`config.mk`:
```
export PLATFORM = sky130hd
export DESIGN_NAME = ika2151_timer
export DESIGN_NICKNAME = d
export VERILOG_FILES = /design/src/rtl/ika2151_timer.sv
export SDC_FILE = /design/constraint.sdc
export NUM_CORES = 1
export LEC_CHECK = 0
export ABC_AREA = 1
export CORE_ASPECT_RATIO = 1.75
export CORE_MARGIN = 1
export CORE_UTILIZATION = 30
export CTS_BUF_LIST = sky130_fd_sc_hd__clkbuf_8
export DETAILED_ROUTE_END_ITERATION = 10
export PLACE_DENSITY_LB_ADDON = 0.12
export SYNTH_ARGS = -nofsm -noshare
export SYNTH_HDL_FRONTEND = slang
export SYNTH_SLANG_ARGS = --single-unit
```
`constraint.sdc`:
```
create_clock -name i_EMUCLK -period 3.5 [get_ports i_EMUCLK]
set_clock_uncertainty 0.2 [all_clocks]
set_input_delay 0.525 -clock i_EMUCLK [delete_from_list [all_inputs] [get_ports i_EMUCLK]]
set_output_delay 0.525 -clock i_EMUCLK [all_outputs]
set_load 0.03 [all_outputs]
```
`src/rtl/ika2151_timer.sv`:
```
// YM2151 timer A (10-bit) / timer B (8-bit) with sticky flags, IRQ and CSM overflow pulse.
// State advances only on enabled EMUCLK edges; flags and OVFL are registered, IRQ is combinational.
module ika2151_timer (
  input  logic       i_EMUCLK,
  input  logic       i_MRST_n,
  input  logic       i_phi1_NCEN_n,
  input  logic       i_CYCLE_31,
  input  logic [7:0] i_CLKA1,
  input  logic [1:0] i_CLKA2,
  input  logic [7:0] i_CLKB,
  input  logic [5:0] i_TIMERCTRL,
  input  logic       i_TIMERCTRL_WR,
  output logic       o_TIMERA_FLAG,
  output logic       o_TIMERB_FLAG,
  output logic       o_TIMERA_OVFL,
  output logic       o_IRQ_n
);

  logic       en, tick, tick_b;
  logic       load_a, load_b, irqen_a, irqen_b, frst_a, frst_b;
  logic       ovf_a, ovf_b;
  logic [9:0] cnt_a_q, cnt_a_d;
  logic [7:0] cnt_b_q, cnt_b_d;
  logic [3:0] presc_q, presc_d;
  logic       load_a_prev_q, load_a_prev_d;
  logic       load_b_prev_q, load_b_prev_d;
  logic       flag_a_q, flag_a_d;
  logic       flag_b_q, flag_b_d;
  logic       ovfl_q, ovfl_d;

  assign en      = ~i_phi1_NCEN_n;
  assign tick    = en & i_CYCLE_31;
  assign tick_b  = tick & (presc_q == 4'd15);
  assign load_a  = i_TIMERCTRL[0];
  assign load_b  = i_TIMERCTRL[1];
  assign irqen_a = i_TIMERCTRL[2];
  assign irqen_b = i_TIMERCTRL[3];
  assign frst_a  = i_TIMERCTRL[4];
  assign frst_b  = i_TIMERCTRL[5];

  always_comb begin
    cnt_a_d       = cnt_a_q;
    cnt_b_d       = cnt_b_q;
    presc_d       = presc_q;
    load_a_prev_d = load_a_prev_q;
    load_b_prev_d = load_b_prev_q;
    flag_a_d      = flag_a_q;
    flag_b_d      = flag_b_q;
    ovfl_d        = ovfl_q;
    ovf_a         = 1'b0;
    ovf_b         = 1'b0;
    if (en) begin
      if (tick) presc_d = presc_q + 4'd1;
      load_a_prev_d = load_a;
      load_b_prev_d = load_b;

      // A load edge takes priority over any tick in the same cycle.
      if (load_a & ~load_a_prev_q) begin
        cnt_a_d = {i_CLKA1, i_CLKA2};
      end else if (load_a & tick) begin
        if (cnt_a_q == 10'h3FF) begin
          ovf_a   = 1'b1;
          cnt_a_d = {i_CLKA1, i_CLKA2};
        end else begin
          cnt_a_d = cnt_a_q + 10'd1;
        end
      end

      if (load_b & ~load_b_prev_q) begin
        cnt_b_d = i_CLKB;
      end else if (load_b & tick_b) begin
        if (cnt_b_q == 8'hFF) begin
          ovf_b   = 1'b1;
          cnt_b_d = i_CLKB;
        end else begin
          cnt_b_d = cnt_b_q + 8'd1;
        end
      end

      ovfl_d = ovf_a;
      // Set beats clear so an overflow coinciding with a flag reset is not lost.
      if (ovf_a & irqen_a)                  flag_a_d = 1'b1;
      else if (i_TIMERCTRL_WR & frst_a)     flag_a_d = 1'b0;
      if (ovf_b & irqen_b)                  flag_b_d = 1'b1;
      else if (i_TIMERCTRL_WR & frst_b)     flag_b_d = 1'b0;
    end
  end

  always_ff @(posedge i_EMUCLK or negedge i_MRST_n) begin
    if (!i_MRST_n) begin
      cnt_a_q       <= 10'd0;
      cnt_b_q       <= 8'd0;
      presc_q       <= 4'd0;
      load_a_prev_q <= 1'b0;
      load_b_prev_q <= 1'b0;
      flag_a_q      <= 1'b0;
      flag_b_q      <= 1'b0;
      ovfl_q        <= 1'b0;
    end else begin
      cnt_a_q       <= cnt_a_d;
      cnt_b_q       <= cnt_b_d;
      presc_q       <= presc_d;
      load_a_prev_q <= load_a_prev_d;
      load_b_prev_q <= load_b_prev_d;
      flag_a_q      <= flag_a_d;
      flag_b_q      <= flag_b_d;
      ovfl_q        <= ovfl_d;
    end
  end

  assign o_TIMERA_FLAG = flag_a_q;
  assign o_TIMERB_FLAG = flag_b_q;
  assign o_TIMERA_OVFL = ovfl_q;
  assign o_IRQ_n       = ~(flag_a_q | flag_b_q);

endmodule
```
==> flow_summary.yaml <==
run_status:
  status: "finished clean"
pwr:
  ir_worst_vdd_v: 0.000181
  p_sw_mw: 0.364
  combPwrFrac_pct: 31.7
  seqPwrFrac_pct: 49.7
  power_frac_clock_pct: 18.6
  switching_share_pct: 36.8
  intPower_mw: 0.625
  power_density_nw_per_um2: 448
  finalPower_mw: 0.989
  p_leak_nw: 1.08
clock_network:
  cts_sinks: 27
  cts-htree-levels: 1
  ctsHoldBuffers: 0
  cts_setup_buffers: 0
  cts_resized: 0
  clockBufferDepth: 2
  cts_tree: "built"
  cts_made_buffers: 3
  clk_latency_ns: 0.27
  clk_pin_slew_ns: 0.10
  cts-root-buf: "clkbuf_8"
setup_path:
  crit_arrival_ns: 2.17
  slowest_stage: "clkdlybuf4s50_1"
  crit_chain: "clkdlybuf4s50_1 > inv_4 > nand2_2 > nor2_2 > inv_2 > a21oi_1 > a21oi_1"
  reg2reg_from: "cnt_b_q[1]"
  endpoint: "cnt_a_q[8]"
  worst_setup_path_start_kind: "primary input"
  r2r_cells: 9
  critPathLaunch: "i_phi1_NCEN_n"
  reg2reg_slack_ns: 1.63
  crit_family: "buffers and inverters"
  endpoint_kind: "flip-flop"
  critPathKind: "in2reg"
  path_depth: 7
  cp_max_fo: 11
  worstReg2RegEnd: "cnt_b_q[4]"
  required_ns: 3.46
  crit_buf_inv: 3
  crit_top_cell: "a21oi_1"
  cpPeakStageDelay_ns: 0.57
layout:
  layout-drive-gt1-share_pct: 8.04
  layout.cells.non_filler: 362
  layout.nets: 319
  final_cell_mix: "96 x nand2_1, 32 x inv_1, 32 x clkdlybuf4s50_1"
  mostFrequentLayoutCell: "nand2_1"
  diodes: 0
  syn2layout_area_growth_pct: 25.6
  final_core_util_pct: 39.2
  fillers: 616
  design_area_um2: 2210
floorplanning:
  core-area_um2: 5630
  dieArea_um2: 6190
  num_io_pins: 33
  placementRows: 36
  start_util_pct: 31.2
  die_y_um: 103
  die_x_um: 59.9
timing:
  fin_crit_ns: 2.21
  timing.setup.tns_ns: 0
  rsz0062_at_grt: "false"
  finalCritPeriodShare_pct: 63.0
  finalSetupViolCount: 0
  slew-limit-headroom_pct: 70.0
  slew_viol_final: 0
  max_freq_mhz: 453
  worst-slew-pin-transition_ns: 0.450
  hold_violations: 0
route:
  dr.pass1.iters: 4
  num_vias: 1616
  first_iter_violations: 38
  drc: 0
  wl_um: 4260
  vias_per_cell: 4.46
  wire_per_inst_um: 11.8
  drtAntennaViolNets: 0
global_route:
  grt_first_pass_wirelength_um: 7210
  grt_pass1_vias: 1660
  antenna_found_initial: 0
  grt_start_max_net_pins: 28
  grt_use_total_pct: 15.7
  overflow: 0
synth:
  ys_ff_latch: 27
  yosysWarningCount: 0
  yosys.area.top_type_share_pct: 38.4
  yosysTopAreaCell: "dfrtp_1"
  synth.area.top_cells: "dfrtp_1 38%, nand2_1 20%, nand3_1 8.0%"
  synth-seq-area-share_pct: 38.4
  synth_nets: 283
  synthDistinctLibCells: 27
  synth_cells: 251
  synth.avg_cell_area_um2: 7.01
  synth_area_um2: 1760
placement:
  routabilityCongestion: 0.797
  dp_hpwl_um: 3400
  place_inst: 358
  io_buffers: 32
  dpl_cell_area_um2: 2160
hold_path:
  hold_path.class: "reg2reg"
job:
  cap_violations: 0
[layer usage]
layer	vias to the layer above	global-route usage [%]	part of all wire (%)
li1	850	-	-
met1	735	15.7	40
met2	27	31.5	57
met3	4	1.87	2.4
met4	0	5.37	1.3
met5	-	0	0
[worst reg2reg max path, stage by stage (launching register included)]
cell	delay, ns
dfrtp_1	0.41
ha_1	0.20
nand2_1	0.10
nor2_2	0.15
nand2_1	0.09
nand2_1	0.28
inv_1	0.16
nand2_1	0.11
nand3_1	0.06
nand2_1	0.07
[registers in the layout, indices dropped and copies added, names as in the netlist]
register and flops:
o_TIMERB_FLAG 1, cnt_a_q 10, o_TIMERA_FLAG 1, cnt_b_q 8, o_TIMERA_OVFL 1, presc_q 4
load_a_prev_q 1, load_b_prev_q 1
[layout make-up]
cell class,count,area (um^2),area share (%)
Clock buffer,3,41.3,1.87
Clock inverter,1,5.00,0.227
Inverter,37,141,6.40
Multi-Input combinational cell,185,923,41.8
Sequential cell,27,676,30.6
Tap cell,76,95.1,4.30
Timing Repair Buffer,33,328,14.8
[cells in the mapped netlist (all sizes together)]
cell,instances
ha,3
inv,37
dfrtp,27
mux2,1
buf,2
nand4,1
xnor2,5
a22o,1
o211ai,3
nand3b,1
nand3,30
o21ai,11
a21oi,4
xor2,3
nor2,24
nand2,98
[metrics by stage]
stage	setup WS (ns)	hold slack, ns
after detailed placement	0.978	0.270
after floorplan	1.83	0.0294
final	1.29	0.284
after CTS	1.28	0.290
after global placement	1.05	0.268
after global routing	1.15	0.308
[power by group through the flow]
| stage | combinational (mW) | clock (mW) | sequential, mW |
|---|---|---|---|
| 3_5_place_dp | 0.319 | 0 | 0.497 |
| 3_3_place_gp | 0.315 | 0 | 0.497 |
| 5_1_grt | 0.367 | 0.207 | 0.506 |
| 2_1_floorplan | 0.238 | 0 | 0.472 |
| 4_1_cts | 0.321 | 0.190 | 0.491 |
| 6_report | 0.314 | 0.184 | 0.492 |
[worst min-delay path by stage]
stage / end / cells past startpoint / startpoint
2_1_floorplan: cnt_a_q[0] / 0 / i_MRST_n
3_3_place_gp: presc_q[3] / 1 / presc_q[3]
3_5_place_dp: presc_q[3] / 1 / presc_q[3]
4_1_cts: presc_q[3] / 1 / presc_q[3]
5_1_grt: presc_q[3] / 1 / presc_q[3]
6_report: presc_q[3] / 1 / presc_q[3]
[cells by family (layout without fill, tap and decap cells)]
kind of cell | after synthesis | in the layout | synth area share [%]
xor gates and xnor gates | 8 | 8 | 3.98
DFF | 27 | 27 | 38.4
adders and majority gates | 3 | 3 | 2.13
AOI/OAI and AO/OA | 19 | 19 | 6.69
and+or+nand+nor | 154 | 154 | 39.0
muxes | 1 | 1 | 0.640
buffers and inverters | 39 | 74 | 9.10
(Power assumes the default switching activity.)
